==> src/rtl/card_disp_pkg.sv <==
// rtl/card_disp_pkg.sv - shared types and card-to-segment encoding for the card display bank
// Purpose: channel state enum, blank pattern constant and card code encoder.
// Ports: none (package).
package card_disp_pkg;

   typedef enum logic [1:0] {
      EMPTY = 2'd0,
      SHOW  = 2'd1,
      BLINK = 2'd2
   } chan_state_t;

   // Active-low segments ordered {g,f,e,d,c,b,a}; all ones turns every segment off.
   localparam logic [6:0] SEG_BLANK = 7'h7F;

   function automatic logic [6:0] card_enc(logic [3:0] code);
      logic [6:0] seg;
      case (code)
         4'd1:    seg = 7'b0001000; // A
         4'd2:    seg = 7'b0100100;
         4'd3:    seg = 7'b0110000;
         4'd4:    seg = 7'b0011001;
         4'd5:    seg = 7'b0010010;
         4'd6:    seg = 7'b0000010;
         4'd7:    seg = 7'b1111000;
         4'd8:    seg = 7'b0000000;
         4'd9:    seg = 7'b0010000;
         4'd10:   seg = 7'b1000000; // shown as 0
         4'd11:   seg = 7'b1100001; // J
         4'd12:   seg = 7'b0011000; // Q
         4'd13:   seg = 7'b0001001; // K
         default: seg = SEG_BLANK;  // 0, 14, 15
      endcase
      return seg;
   endfunction

endpackage

==> src/rtl/card_channel.sv <==
// rtl/card_channel.sv - one display channel: code register, EMPTY/SHOW/BLINK FSM, blink counter
// Purpose: holds a card code and produces its registered segment pattern.
// Ports:
//   clk, resetb        clock, async active-low reset
//   load, card_in      load strobe and 4-bit card code
//   clear              synchronous clear (wins over load)
//   blink_en           global blink enable
//   blink_tick         shared half-period tick
//   pat_next           pattern that pat takes on the next edge
//   pat                registered displayed pattern
//   blink_next         channel will be in BLINK after the next edge
module card_channel
   import card_disp_pkg::*;
#(
   parameter int BLINK_HALVES = 6
) (
   input  logic       clk,
   input  logic       resetb,
   input  logic       load,
   input  logic [3:0] card_in,
   input  logic       clear,
   input  logic       blink_en,
   input  logic       blink_tick,
   output logic [6:0] pat_next,
   output logic [6:0] pat,
   output logic       blink_next
);

   localparam int  REM_W     = (BLINK_HALVES < 2) ? 1 : $clog2(BLINK_HALVES + 1);
   localparam bit  CAN_BLINK = (BLINK_HALVES > 0);
   localparam logic [REM_W-1:0] REM_INIT = REM_W'(BLINK_HALVES);

   chan_state_t      state_q, state_d;
   logic [3:0]       code_q, code_d;
   logic [REM_W-1:0] rem_q, rem_d;

   always_ff @(posedge clk or negedge resetb) begin
      if (!resetb) begin
         state_q <= EMPTY;
         code_q  <= 4'd0;
         rem_q   <= '0;
         pat     <= SEG_BLANK;
      end else begin
         state_q <= state_d;
         code_q  <= code_d;
         rem_q   <= rem_d;
         pat     <= pat_next;
      end
   end

   always_comb begin
      state_d = state_q;
      code_d  = code_q;
      rem_d   = rem_q;
      if (clear) begin
         state_d = EMPTY;
         code_d  = 4'd0;
         rem_d   = '0;
      end else if (load) begin
         // A load restarts the blink count and swallows a coincident tick.
         code_d = card_in;
         rem_d  = '0;
         if (card_in == 4'd0) begin
            state_d = EMPTY;
         end else if (blink_en && CAN_BLINK) begin
            state_d = BLINK;
            rem_d   = REM_INIT;
         end else begin
            state_d = SHOW;
         end
      end else if (state_q == BLINK) begin
         if (!blink_en) begin
            state_d = SHOW;
            rem_d   = '0;
         end else if (blink_tick) begin
            rem_d = rem_q - REM_W'(1);
            if (rem_q == REM_W'(1)) begin
               state_d = SHOW;
            end
         end
      end
   end

   // Pattern is derived from next-state values so hex_out and the scan bus
   // both reflect a load exactly one cycle later.
   always_comb begin
      pat_next = SEG_BLANK;
      case (state_d)
         EMPTY:   pat_next = SEG_BLANK;
         SHOW:    pat_next = card_enc(code_d);
         BLINK:   pat_next = rem_d[0] ? SEG_BLANK : card_enc(code_d);
         default: pat_next = SEG_BLANK;
      endcase
   end

   assign blink_next = (state_d == BLINK);

endmodule

==> src/rtl/card7seg_bank.sv <==
// rtl/card7seg_bank.sv - N-channel card 7-segment driver with blink and scanned shared bus
// Purpose: per-channel parallel segment buses plus one multiplexed scan bus.
// Ports:
//   clk, resetb   clock, async active-low reset
//   load          per-channel load strobes
//   card_in       card codes, channel i at [4i+3:4i]
//   clear         synchronous clear of all channels
//   blink_en      global blink enable
//   hex_out       active-low segments, channel i at [7i+6:7i]
//   scan_seg      segments of the scanned channel
//   scan_an       active-low one-hot digit enable
//   busy          any channel blinking
module card7seg_bank
   import card_disp_pkg::*;
#(
   parameter int N_CH         = 6,
   parameter int BLINK_DIV    = 25_000_000,
   parameter int BLINK_HALVES = 6,
   parameter int SCAN_DIV     = 50_000
) (
   input  logic              clk,
   input  logic              resetb,
   input  logic [N_CH-1:0]   load,
   input  logic [4*N_CH-1:0] card_in,
   input  logic              clear,
   input  logic              blink_en,
   output logic [7*N_CH-1:0] hex_out,
   output logic [6:0]        scan_seg,
   output logic [N_CH-1:0]   scan_an,
   output logic              busy
);

   localparam int BW    = $clog2(BLINK_DIV);
   localparam int SW    = $clog2(SCAN_DIV);
   localparam int IDX_W = (N_CH < 2) ? 1 : $clog2(N_CH);

   logic [BW-1:0]    blink_cnt;
   logic [SW-1:0]    scan_cnt;
   logic [IDX_W-1:0] scan_idx, scan_idx_d;
   logic             blink_tick, scan_tick;
   logic [6:0]       pat_next_a [N_CH];
   logic [N_CH-1:0]  blink_next_v;
   logic [N_CH-1:0]  scan_an_d;

   assign blink_tick = (blink_cnt == BW'(BLINK_DIV - 1));
   assign scan_tick  = (scan_cnt == SW'(SCAN_DIV - 1));

   for (genvar i = 0; i < N_CH; i++) begin : g_ch
      logic [6:0] pat;
      card_channel #(.BLINK_HALVES(BLINK_HALVES)) u_ch (
         .clk        (clk),
         .resetb     (resetb),
         .load       (load[i]),
         .card_in    (card_in[4*i +: 4]),
         .clear      (clear),
         .blink_en   (blink_en),
         .blink_tick (blink_tick),
         .pat_next   (pat_next_a[i]),
         .pat        (pat),
         .blink_next (blink_next_v[i])
      );
      assign hex_out[7*i +: 7] = pat;
   end

   always_comb begin
      scan_idx_d = scan_idx;
      if (scan_tick) begin
         scan_idx_d = (scan_idx == IDX_W'(N_CH - 1)) ? '0 : scan_idx + IDX_W'(1);
      end
      scan_an_d = ~(N_CH'(1) << scan_idx_d);
   end

   // Segments and enable are loaded from the same next index on the same edge,
   // so a digit is never enabled with another digit's segments.
   always_ff @(posedge clk or negedge resetb) begin
      if (!resetb) begin
         blink_cnt <= '0;
         scan_cnt  <= '0;
         scan_idx  <= '0;
         scan_seg  <= SEG_BLANK;
         scan_an   <= ~N_CH'(1);
         busy      <= 1'b0;
      end else begin
         blink_cnt <= blink_tick ? '0 : blink_cnt + BW'(1);
         scan_cnt  <= scan_tick ? '0 : scan_cnt + SW'(1);
         scan_idx  <= scan_idx_d;
         scan_seg  <= pat_next_a[scan_idx_d];
         scan_an   <= scan_an_d;
         busy      <= |blink_next_v;
      end
   end

endmodule
==> config.mk <==
export PLATFORM = sky130hd
export DESIGN_NAME = card7seg_bank
export DESIGN_NICKNAME = d
export VERILOG_FILES = /design/src/rtl/card_disp_pkg.sv /design/src/rtl/card_channel.sv /design/src/rtl/card7seg_bank.sv
export SDC_FILE = /design/constraint.sdc
export NUM_CORES = 1
export LEC_CHECK = 0
export BUFFER_PORTS_ARGS = -buffer_cell sky130_fd_sc_hd__buf_2
export CAP_MARGIN = 20
export CORE_UTILIZATION = 31
export DETAILED_ROUTE_END_ITERATION = 10
export GPL_ROUTABILITY_DRIVEN = 1
export GPL_TIMING_DRIVEN = 0
export PLACE_DENSITY = 0.59
export SYNTH_ARGS = -nofsm -noshare
export SYNTH_HDL_FRONTEND = slang
export SYNTH_SLANG_ARGS = --single-unit
==> constraint.sdc <==
create_clock -name clk -period 11.2 [get_ports clk]
set_clock_uncertainty 0.15 [all_clocks]
set_input_delay 1.68 -clock clk [delete_from_list [all_inputs] [get_ports clk]]
set_output_delay 1.68 -clock clk [all_outputs]
set_load 0.005 [all_outputs]
==> impl_results.md, run 1 <==
- Largest net degree at the start of global routing: 90
- Post-CTS resize count: 0
- Reg clk slew, reported paths: 70 ps
- Max-cap check violation count: 0
- CP startpoint kind: input pin
- PortBufs: 88
- Initial core utilization: 31.69%
- Yosys cell types: 81
- Commonest non-fill, non-tap cells in the layout: dfrtp_1 (100), buf_2 (99), nor2_1 (97)
- Worst setup path end: scan_seg[0]$_DFF_PN1_
- Syn Area/Cell: 9.271 um^2
- Root buffer cell: clkbuf_16
- Switching share of total power: 28.79%
- Fin nets: 1187
- Syn. warnings: 0
- Ys flop type: dfrtp_1
- Fraction of registers with async set/reset: 100.0%
- Via/cell ratio: 5.122
- Vias: 7653
- Mapped cell area: 9169 um^2
- Critical path class: input pin to register
- Clk_lat worst skew: 430 ps
- GRT overflow: 0
- Post-synth EDFFs: 0
- Worst R2R Start: blink_cnt[0]$_DFF_PN0_
- Synthesized Nets: 1079
- R2R setup slack: 6110 ps
- 1st-iter DRT viols: 499
- All-layer global routing usage: 17.40%
- Fin worst setup slack: 5420 ps
- Drt drc: 0
- Sw power: 0.0004156 W
- Post-synthesis sequential area ratio: 42.77%
- CP Launch Point: clear
- H-tree depth: 4
- Hold Path Class: register to register
- Initial antenna violation count: 0
- Rel. slew slack: 28.33%
- Dpl hpwl: 19.22 mm
- Pins Over Slew Limit: 0
- Rows: 62
- Final Hold Vio Count: 0
- RSZ-0062 raised after global routing: no
- Worst path arrival time: 5960 ps
- Layout cells sized above 1: 21.26%
- TritonCTS clock tree: done
- Setup Viol. Count Final: 0
- CP endpoint kind: register
- Clock Tree Buf Depth: 2
- Worst-margin pin slew: 1061 ps
- Die footprint: 30270 um^2
- Pre-antenna DRT Iters: 5
- Minimum clock period: 5780 ps
- Hold-fix buffers, CTS: 0
- Sequential Power Share: 43.0%
- Top cell type's share of synthesized area: 27.29%
- Post-CTS Setup Bufs: 0
- Clock share of power: 40.8%
- Final setup TNS: 0 ps
- Power Density: 134.7 nW/um^2
- Worst reg2reg endpoint: scan_seg[3]$_DFF_PN1_
- Highest clock rate: 0.1730 GHz
- Num CTS Buffers: 17
- Core ar.: 28940 um^2
- CTS sink count: 154
- WL final: 25.85 mm
- Required @ worst endpoint: 11380 ps
- Peak supply drop: 0.09745 mV
- Wire per inst: 17.30 um
- Syn Inst Count: 989
- Placement Setup Slack: 4997 ps
- Vias in the first global route: 7358
- Leading cell type in the layout, fill and taps excluded: dfrtp_1
- First-pass GRT wire length: 41.17 mm
- Final weighted congestion in routability-driven placement: 0.8963
- Top cell type by total area after synthesis: dfrtp_1
- Internal Pwr Total: 0.001028 W
- Chip Width: 174.0 um
- Filler cell count: 2948
- Synth area leaders: dfrtp_1 (27%), dfstp_2 (15%), ha_1 (7.6%)
- Final worst path period share: 51.61%
- Io pins: 90
- Register-to-Register Path Depth: 18
- Crit Path Max Fanout: 10
- #FFs+latches synth: 154
- Layout area overhead: 16.92%
- P_leak: 4.725 nW
- Antenna Nets Post-Route: 0
- Result of the run: finished clean
- ANT cells: 0
- Combinational Power Share: 16.2%
- Die height: 174.0 um
[area by class of cell]
type                    instances  area (um^2)  area share [%]
flip-flops and latches        154         3921           36.58
inverters                      65        244.0           2.276
multi-input cells             728         4823           44.99
clock buffers                  18        429.2           4.003
well taps                     384        480.5           4.482
plain buffers                  42        180.2           1.681
repair buffers                 89        478.0           4.458
clock inverters                14        163.9           1.529
[power groups by stage]
stage | Combinational, W | Clock (W) | Sequential, W
final | 0.000234 | 0.000589 | 0.000620
after CTS | 0.000235 | 0.000601 | 0.000621
after floorplan | 0.000130 | 0 | 0.000632
after global routing | 0.000258 | 0.000625 | 0.000624
after detailed placement | 0.000233 | 0 | 0.000629
after global placement | 0.000232 | 0 | 0.000629
[state kept, by name, summed over array words and instances, names as in the netlist]
register,cells
g_ch.u_ch.pat,42
blink_cnt,25
g_ch.u_ch.code_q,24
g_ch.u_ch.rem_q,18
scan_cnt,16
g_ch.u_ch.state_q,12
scan_seg,7
scan_an,6
scan_idx,3
busy,1
[worst max-delay path: stages]
cell and delay [ps]:
buf_2 180, buf_2 360, buf_2 360, clkbuf_1 540, clkbuf_1 490, clkbuf_1 610, nor2_1 150, ha_1 250
nor2_1 250, o21ai_0 280, and2_1 230, a2111oi_0 380, o21ai_1 170
[layer usage]
layer	global-route usage (%)	vias up	share of wire (%)
met5	0	-	0
met4	6.177	0	2.4
met3	2.734	41	4.4
met2	27.80	215	47
met1	23.80	3718	47
li1	-	3679	-
[synth_stat cells (all sizes together) (3+ instances only)]
| cell | n |
|---|---|
| a311o | 3 |
| or3 | 3 |
| a41o | 3 |
| nand2b | 21 |
| o21a | 11 |
| inv | 63 |
| buf | 15 |
| a21oi | 45 |
| clkbuf | 27 |
| nor3b | 6 |
| a22o | 3 |
| and3 | 12 |
| a311oi | 4 |
| o211ai | 9 |
| dfrtp | 100 |
| nand3 | 23 |
| a21o | 22 |
| nor3 | 31 |
| dfstp | 54 |
| nor2b | 5 |
| nand2 | 92 |
| ha | 56 |
| xnor2 | 17 |
| a211oi | 4 |
| o21ai | 74 |
| a31oi | 10 |
| xor2 | 18 |
| and4 | 7 |
| o22ai | 4 |
| nor4 | 19 |
| a22oi | 14 |
| nand4 | 9 |
| o221ai | 3 |
| mux2 | 3 |
| nor2 | 99 |
| mux2i | 28 |
| o31ai | 4 |
| nor4b | 4 |
| or2 | 26 |
| and2 | 7 |
[worst min path at each step]
stage,cells after the start,startpoint,to
floorplan,1,scan_cnt[0]$_DFF_PN0_,scan_cnt[0]$_DFF_PN0_
global placement,1,scan_cnt[0]$_DFF_PN0_,scan_cnt[0]$_DFF_PN0_
detailed placement,1,scan_cnt[0]$_DFF_PN0_,scan_cnt[0]$_DFF_PN0_
CTS,1,scan_cnt[0]$_DFF_PN0_,scan_cnt[0]$_DFF_PN0_
global route,1,scan_cnt[0]$_DFF_PN0_,scan_cnt[0]$_DFF_PN0_
finish,1,scan_cnt[0]$_DFF_PN0_,scan_cnt[0]$_DFF_PN0_
[cells by family (layout without fill, tap and decap cells)]
| logic type | Yosys count | in the layout | synth area share [%] |
|---|---|---|---|
| buffers and inverters | 107 | 228 | 4.626 |
| XOR/XNOR | 35 | 35 | 3.343 |
| adder cells (fa/ha/maj) | 56 | 56 | 7.642 |
| AO/OA/AOI/OAI | 234 | 234 | 16.91 |
| multiplexers | 31 | 31 | 3.425 |
| AND/OR/NAND/NOR | 372 | 372 | 21.29 |
| flip-flops | 154 | 154 | 42.77 |
[stage by stage]
stage,area [um^2],cells,hold slack (ps),utilization (%),power (W)
3_3_place_gp,10090,1461,291.1,34.87,0.0008613
6_report,10720,1494,301.8,37.05,0.001444
3_5_place_dp,10130,1462,293.4,35.00,0.0008618
5_1_grt,10720,1494,340.7,37.05,0.001507
4_1_cts,10720,1494,303.5,37.05,0.001456
2_1_floorplan,9169,989,275.1,-,0.0007612
Power figures use the tool's default switching activity.
==> inputs of run 2 (changes only) <==
--- a/config.mk
+++ b/config.mk
@@ -11,7 +11,7 @@
 export DETAILED_ROUTE_END_ITERATION = 10
 export GPL_ROUTABILITY_DRIVEN = 1
 export GPL_TIMING_DRIVEN = 0
-export PLACE_DENSITY = 0.59
+export PLACE_DENSITY = 0.61
 export SYNTH_ARGS = -nofsm -noshare
 export SYNTH_HDL_FRONTEND = slang
 export SYNTH_SLANG_ARGS = --single-unit
==> constraint.sdc (replaced) <==
create_clock -name clk -period 5.1 [get_ports clk]
set_clock_uncertainty 0.15 [all_clocks]
set_input_delay 0.765 -clock clk [delete_from_list [all_inputs] [get_ports clk]]
set_output_delay 0.765 -clock clk [all_outputs]
set_load 0.005 [all_outputs]
==> run 2 against run 1 <==
Sequential share of layout area shrank 0.17 points. Die area is the same. Sequential cell count is the same. Final area grew 0.46%. Critical path depth grew 5. Clock-buffer cell count shrank 1. Via count shrank 0.50%. Critical path type is now register to register.
==> impl_results.md, run 2 (synthesis results as in run 1) <==
- Result of the run: finished clean
- CP startpoint kind: register
- Worst R2R Start: blink_cnt[0]$_DFF_PN0_
- Wire per inst: 17.45 um (+0.84%)
- Peak supply drop: 0.2630 mV (+170%)
- RSZ-0062 raised after global routing: no
- Drt drc: 0 (unchanged)
- Rows: 62 (unchanged)
- Largest net degree at the start of global routing: 93 (+3.3%)
- Max-cap check violation count: 0 (unchanged)
- First-pass GRT wire length: 41.23 mm (+0.13%)
- Layout cells sized above 1: 21.64% (+0.38 points)
- Minimum clock period: 4748 ps
- Initial core utilization: 31.69% (unchanged)
- Io pins: 90 (unchanged)
- Final setup TNS: 0 ps (unchanged)
- Max FFs per register: 42 (unchanged)
- TritonCTS clock tree: done
- Fin nets: 1186 (-0.084%)
- Required @ worst endpoint: 5300 ps (-6080 ps)
- Hold-fix buffers, CTS: 0 (unchanged)
- CTS sink count: 154 (unchanged)
- Critical path class: register to register
- Clock share of power: 41.8% (+1.0 points)
- Power Density: 300.0 nW/um^2 (+120%)
- Leading cell type in the layout, fill and taps excluded: dfrtp_1
- Tot Pwr: 0.003231 W (+120%)
- Worst reg2reg endpoint: scan_seg[2]$_DFF_PN1_
- Chip Width: 174.0 um (unchanged)
- CP endpoint kind: register
- Largest registers: g_ch.u_ch.pat: 42 flops, blink_cnt: 25 flops, g_ch.u_ch.code_q: 24 flops
- Die height: 174.0 um (unchanged)
- Num CTS Buffers: 17 (unchanged)
- ANT cells: 0 (unchanged)
- Internal Pwr Total: 0.002274 W (+120%)
- Rel. slew slack: 30.26% (+1.9 points)
- Reg clk slew, reported paths: 70 ps (about the same)
- R2R setup slack: 350 ps (-5760 ps)
- Vias: 7615 (-0.50%)
- PortBufs: 88 (unchanged)
- CP Launch Point: blink_cnt[0]$_DFF_PN0_
- Clk_lat worst skew: 440 ps (about the same)
- Antenna Nets Post-Route: 0 (unchanged)
- 1st-iter DRT viols: 507 (+1.6%)
- All-layer global routing usage: 17.47% (+0.067 points)
- Worst setup path end: scan_seg[2]$_DFF_PN1_
- H-tree depth: 4 (unchanged)
- Hold Path Class: input pin to async pin
- Via/cell ratio: 5.100 (-0.43%)
- Worst stage delay on the critical path: 400 ps (-210 ps)
- Final worst path period share: 93.10%
- Dpl hpwl: 19.24 mm (+0.14%)
- Register-to-Register Path Depth: 18 (unchanged)
- Sw power: 0.0009570 W (+130%)
- Most flops, register: g_ch.u_ch.pat
- Combinational Power Share: 16.1% (about the same)
- Die footprint: 30270 um^2 (unchanged)
- WL final: 26.05 mm (+0.77%)
- Setup Viol. Count Final: 0 (unchanged)
- Post-layout util: 37.22% (+0.17 points)
- Post-CTS Setup Bufs: 0 (unchanged)
- Crit Path Max Fanout: 10 (unchanged)
- Core ar.: 28940 um^2 (unchanged)
- Initial antenna violation count: 0 (unchanged)
- Final Hold Vio Count: 0 (unchanged)
- Sequential Power Share: 42.2% (-0.8 points)
- Post-CTS resize count: 0 (unchanged)
- Layout area overhead: 17.45%
- CP Cell Sequence: ha_1 > nand3_1 > nor3_4 > nand2_2 > buf_1 > o21ai_0 > a21oi_1 > nor2_1 > a21oi_1 > or2_2 > ha_1 > nor3b_1 > a31o_2 > a211oi_4 > o21ai_1 > a22o_1 > o31ai_1 > nand2_1
- Worst path arrival time: 4940 ps (-1020 ps)
- Pre-antenna DRT Iters: 5 (unchanged)
- Pins Over Slew Limit: 0 (unchanged)
- Hold Slack: 164.2 ps (-137.6 ps)
- Slowest-stage cell, CP: dfrtp_1
- Commonest non-fill, non-tap cells in the layout: dfrtp_1 (100), buf_2 (99), nor2_1 (97)
- Root buffer cell: clkbuf_16
- Final weighted congestion in routability-driven placement: 0.8881 (-0.91%)
- Clock Tree Buf Depth: 2 (unchanged)
- P_leak: 4.746 nW (+0.45%)
- GRT overflow: 0 (unchanged)
- Highest clock rate: 0.2106 GHz
- Vias in the first global route: 7406 (+0.65%)
- Switching share of total power: 29.62% (+0.83 points)
- Worst-margin pin slew: 1033 ps (-28.68 ps)
-- run 2: changes by cell type in the layout (fill, tap and decap cells not counted), sizes merged --
cell / delta
clkbuf: -2
clkinv: +1
clkinvlp: -1
inv: +1
-- run 2: how the worst min path moves through the flow --
stage | startpoint | end | slack (ps)
2_1_floorplan | scan_cnt[0]$_DFF_PN0_ | scan_cnt[0]$_DFF_PN0_ | 280
6_report | resetb | g_ch[4].u_ch.code_q[0]$_DFF_PN0_ | 160
3_5_place_dp | scan_cnt[0]$_DFF_PN0_ | scan_cnt[0]$_DFF_PN0_ | 300
5_1_grt | resetb | g_ch[4].u_ch.code_q[0]$_DFF_PN0_ | 200
4_1_cts | resetb | g_ch[4].u_ch.code_q[0]$_DFF_PN0_ | 190
3_3_place_gp | scan_cnt[0]$_DFF_PN0_ | scan_cnt[0]$_DFF_PN0_ | 290
-- run 2: worst max-delay path, delay by kind of cell, from the launching register on --
family | cells | cell delay [ps]
compound gates | 8 | 1990
flops | 1 | 400
simple gates | 7 | 1360
buf+inv | 1 | 310
fa+ha+maj | 2 | 460
-- run 2: metrics by stage --
step / area (um^2) / setup slack, ps / std cells
after global placement: 10090 / -278.9 / 1461
after global routing: 10770 / 42.01 / 1493
after floorplan: 9169 / 1171 / 989
final: 10770 / 352.0 / 1493
after CTS: 10750 / 44.62 / 1494
after detailed placement: 10120 / -277.3 / 1462
-- run 2: cell type report --
type                            count  area (um^2)
Buffer                             41        177.7
Clock buffer                       17        425.4
Clock inverter                     15        203.9
Fill cell                        2900        18170
Inverter                           65        244.0
Multi-Input combinational cell    728         4842
Sequential cell                   154         3921
Tap cell                          384        480.5
Timing Repair Buffer               89        474.2
-- run 2: power groups by stage --
stage / registers [W] / clock network (W) / logic (W)
after floorplan: 0.00139 / 0 / 0.000285
after global placement: 0.00138 / 0 / 0.000511
after detailed placement: 0.00138 / 0 / 0.000515
after CTS: 0.00136 / 0.00138 / 0.000520
after global routing: 0.00137 / 0.00142 / 0.000572
final: 0.00136 / 0.00135 / 0.000519
-- run 2: layer usage --
| layer | share of wire [%] | track usage, % |
|---|---|---|
| met1 | 47 | 23.20 |
| met2 | 47 | 28.12 |
| met3 | 3.9 | 3.106 |
| met4 | 2.7 | 6.944 |
| met5 | 0 | 0 |
==> inputs of run 3 (changes only) <==
--- a/config.mk
+++ b/config.mk
@@ -5,8 +5,10 @@
 export SDC_FILE = /design/constraint.sdc
 export NUM_CORES = 1
 export LEC_CHECK = 0
+export ABC_AREA = 1
 export BUFFER_PORTS_ARGS = -buffer_cell sky130_fd_sc_hd__buf_2
 export CAP_MARGIN = 20
+export CORE_ASPECT_RATIO = 2
 export CORE_UTILIZATION = 31
 export DETAILED_ROUTE_END_ITERATION = 10
 export GPL_ROUTABILITY_DRIVEN = 1
==> run 3 against run 2 <==
Via count rose by 6.5%. Hold slack gained 14 ps. Highest routed layer unchanged. Critical path depth rose by 4. Utilization decreased by 0.36 points. Cell count is 10% higher. Setup slack better by 710 ps. Combinational power increased by 6.9%.
==> impl_results.md, run 3 <==
- Worst R2R Start: blink_cnt[0]$_DFF_PN0_
- Rows: 88 (+42%)
- P_leak: 5.313 nW (+12%)
- Rel. slew slack: 53.70% (+23 points)
- Clk_lat worst skew: 430 ps (about the same)
- Hold-fix buffers, CTS: 0 (unchanged)
- Post-CTS resize count: 0 (unchanged)
- CP startpoint kind: register
- Post-synthesis sequential area ratio: 42.70% (-0.070 points)
- Minimum clock period: 4040 ps (-708.0 ps)
- Wire per inst: 16.05 um (-8.0%)
- Internal Pwr Total: 0.002228 W (-2.0%)
- Drt drc: 0 (unchanged)
- Layout area overhead: 16.21%
- Highest clock rate: 0.2475 GHz (+18%)
- Critical path class: register to register
- Core ar.: 28960 um^2 (about the same)
- First-pass GRT wire length: 42.28 mm (+2.6%)
- Syn Inst Count: 1167 (+18%)
- Dpl hpwl: 20.49 mm (+6.5%)
- WL final: 26.41 mm (+1.4%)
- Die footprint: 30360 um^2 (+0.30%)
- Final Hold Vio Count: 0 (unchanged)
- Power Density: 301.6 nW/um^2 (+0.52%)
- Fin area: 10670 um^2 (-0.90%)
- Max FFs per register: 42 (unchanged)
- Vias in the first global route: 8324 (+12%)
- Antenna Nets Post-Route: 0 (unchanged)
- Io pins: 90 (unchanged)
- Switching share of total power: 30.78% (+1.2 points)
- Setup Viol. Count Final: 0 (unchanged)
- CTS sink count: 154 (unchanged)
- Mux cell area share after synthesis: 0% (-3.4 points)
- Mapped cell area: 9184 um^2 (+0.16%)
- Final weighted congestion in routability-driven placement: 0.8887 (about the same)
- Largest registers: g_ch.u_ch.pat: 42 flops, blink_cnt: 25 flops, g_ch.u_ch.code_q: 24 flops
- Register-to-Register Path Depth: 22 (+4)
- Synthesized Nets: 1257 (+16%)
- All-layer global routing usage: 18.54% (+1.1 points)
- Yosys cell types: 49 (-40%)
- Result of the run: finished clean
- Max-cap check violation count: 0 (unchanged)
- Largest net degree at the start of global routing: 93 (unchanged)
- Worst stage delay on the critical path: 370 ps (-30 ps)
- Sequential Power Share: 43.8% (+1.6 points)
- Count leader, synth: nand2_1
- Initial core utilization: 31.71% (about the same)
- #FFs+latches synth: 154 (unchanged)
- XOR/XNOR Fraction of Synth Area: 1.717% (-1.6 points)
- Initial antenna violation count: 0 (unchanged)
- Worst path arrival time: 4250 ps (-690 ps)
- Root buffer cell: clkbuf_16
- CP endpoint kind: register
- Post-synth EDFFs: 0 (unchanged)
- Top cell type by total area after synthesis: dfrtp_1
- R2R setup slack: 1060 ps (+710 ps)
- Filler cell count: 2997 (+3.3%)
- Multi-input logic area: 4513 um^2 (-6.8%)
- Clock Tree Buf Depth: 2 (unchanged)
- Most flops, register: g_ch.u_ch.pat
- H-tree depth: 4 (unchanged)
- 1st-iter DRT viols: 436 (-14%)
- Slowest-stage cell, CP: dfrtp_1
- Num CTS Buffers: 17 (unchanged)
- RSZ-0062 raised after global routing: no
- Adder-Cell Fraction of Synth Area: 7.629% (-0.012 points)
- Layout cells sized above 1: 19.36% (-2.3 points)
- Commonest cells post-synth: nand2_1 (232), inv_1 (155), nor2_1 (129)
- Syn Area/Cell: 7.870 um^2 (-15%)
- Leading cell type in the layout, fill and taps excluded: nand2_1
- Combinational Power Share: 17.3% (+1.2 points)
- Synth Area in Simple Gates: 30.23% (+8.9 points)
- Post-CTS Setup Bufs: 0 (unchanged)
- Clock share of power: 39.0% (-2.8 points)
- Peak supply drop: 0.1676 mV (-36%)
- Synth area leaders: dfrtp_1 (27%), dfstp_2 (15%), nand2_1 (9.5%)
- Final setup TNS: 0 ps (unchanged)
- Vias: 8110 (+6.5%)
- Die height: 245.4 um (+41%)
- Syn. warnings: 0 (unchanged)
- Largest family of logic cells by synthesized area: simple AND/OR/NAND/NOR gates
- Synth Area in Compound Gates: 9.564% (-7.3 points)
- Final worst path period share: 79.21% (-14 points)
- Crit Path Max Fanout: 10 (unchanged)
- Storage element area: 3921 um^2 (unchanged)
- Via/cell ratio: 4.927 (-3.4%)
- Chip Width: 123.7 um (-29%)
- Worst-margin pin slew: 691.9 ps (-340.6 ps)
- Fin nets: 1363 (+15%)
- Required @ worst endpoint: 5310 ps (about the same)
- ANT cells: 0 (unchanged)
- PortBufs: 86 (-2.3%)
- Fraction of registers with async set/reset: 100.0% (unchanged)
- Worst reg2reg endpoint: scan_seg[5]$_DFF_PN1_
- Reg clk slew, reported paths: 70 ps (about the same)
- Hold Path Class: input pin to async pin
- Pins Over Slew Limit: 0 (unchanged)
- Ys flop type: dfrtp_1
- Commonest non-fill, non-tap cells in the layout: nand2_1 (232), inv_1 (155), nor2_1 (129)
- Top cell type's share of synthesized area: 27.25% (-0.045 points)
- DP Area: 10100 um^2 (-0.25%)
- Pre-antenna DRT Iters: 5 (unchanged)
- GRT overflow: 0 (unchanged)
- TritonCTS clock tree: done
- CP Cell Sequence: ha_1 > nand3_1 > inv_1 > nand2_2 > nor2_8 > nand2_4 > buf_6 > o21ai_0 > inv_1 > o21ai_1 > inv_1 > nor2_1 > inv_1 > ha_1 > or2_2 > clkbuf_1 > nand2_1 > nand3_1 > nand2_1 > nand2_1 > o21ai_0 > nand2_1
- Sw power: 0.0009907 W (+3.5%)
==> run 3: cells by family (layout without fill, tap and decap cells) <==
family,count (synthesis),in the layout
AND/OR/NAND/NOR,592,592
buffers and inverters,189,308
AO/OA/AOI/OAI,158,158
flip-flops,154,154
adder cells (fa/ha/maj),56,56
XOR/XNOR,18,18
==> run 3: power by group through the flow <==
stage	clock network [W]	registers, W	logic [W]
2_1_floorplan	0	0.00143	0.000304
3_3_place_gp	0	0.00143	0.000546
3_5_place_dp	0	0.00143	0.000553
4_1_cts	0.00129	0.00141	0.000557
5_1_grt	0.00133	0.00142	0.000625
6_report	0.00125	0.00141	0.000555
==> run 3: area by class of cell <==
type / instances / share of cell area [%]
Tap cell: 360 / 4.220
Buffer: 18 / 0.9613
Clock buffer: 18 / 4.220
Clock inverter: 14 / 1.161
Timing Repair Buffer: 87 / 4.349
Inverter: 171 / 6.061
Multi-Input combinational cell: 824 / 42.29
Sequential cell: 154 / 36.74
==> run 3: critical path: cells and delay by family (launching register included) <==
kind	cells	cell delay, ps
and+or+nand+nor	11	1720
adders and majority gates	2	460
buffers and inverters	6	640
DFF	1	370
AOI/OAI and AO/OA	3	600
==> run 3: metal layers <==
layer  part of all wire (%)  vias to the layer above  GRT usage (%)
met5                      0                        -              0
met4                    6.0                        0          11.98
met3                    2.8                       73          2.551
met2                     56                      187          35.33
met1                     35                     3846          17.85
li1                       -                     4004              -
==> run 3: how the worst max path moves through the flow <==
stage | start | endpoint | slack (ps)
5_1_grt | blink_cnt[0]$_DFF_PN0_ | scan_seg[5]$_DFF_PN1_ | 570
2_1_floorplan | blink_cnt[0]$_DFF_PN0_ | scan_seg[5]$_DFF_PN1_ | 1910
6_report | blink_cnt[0]$_DFF_PN0_ | scan_seg[5]$_DFF_PN1_ | 1060
3_3_place_gp | resetb | scan_cnt[7]$_DFF_PN0_ | 740
4_1_cts | blink_cnt[0]$_DFF_PN0_ | scan_seg[5]$_DFF_PN1_ | 1060
3_5_place_dp | clear | scan_seg[5]$_DFF_PN1_ | 820
==> run 3: metrics by stage <==
stage / util (%) / total power, W / setup WS [ps] / instances / hold WS [ps]
after floorplan: - / 0.001729 / 1907 / 1167 / 280.8
after global placement: 34.76 / 0.001976 / 740.9 / 1613 / 296.3
after detailed placement: 34.87 / 0.001982 / 817.3 / 1614 / 307.9
after CTS: 36.86 / 0.003258 / 1055 / 1646 / 184.7
after global routing: 36.86 / 0.003375 / 571.7 / 1646 / 199.8
final: 36.86 / 0.003219 / 1060 / 1646 / 178.3
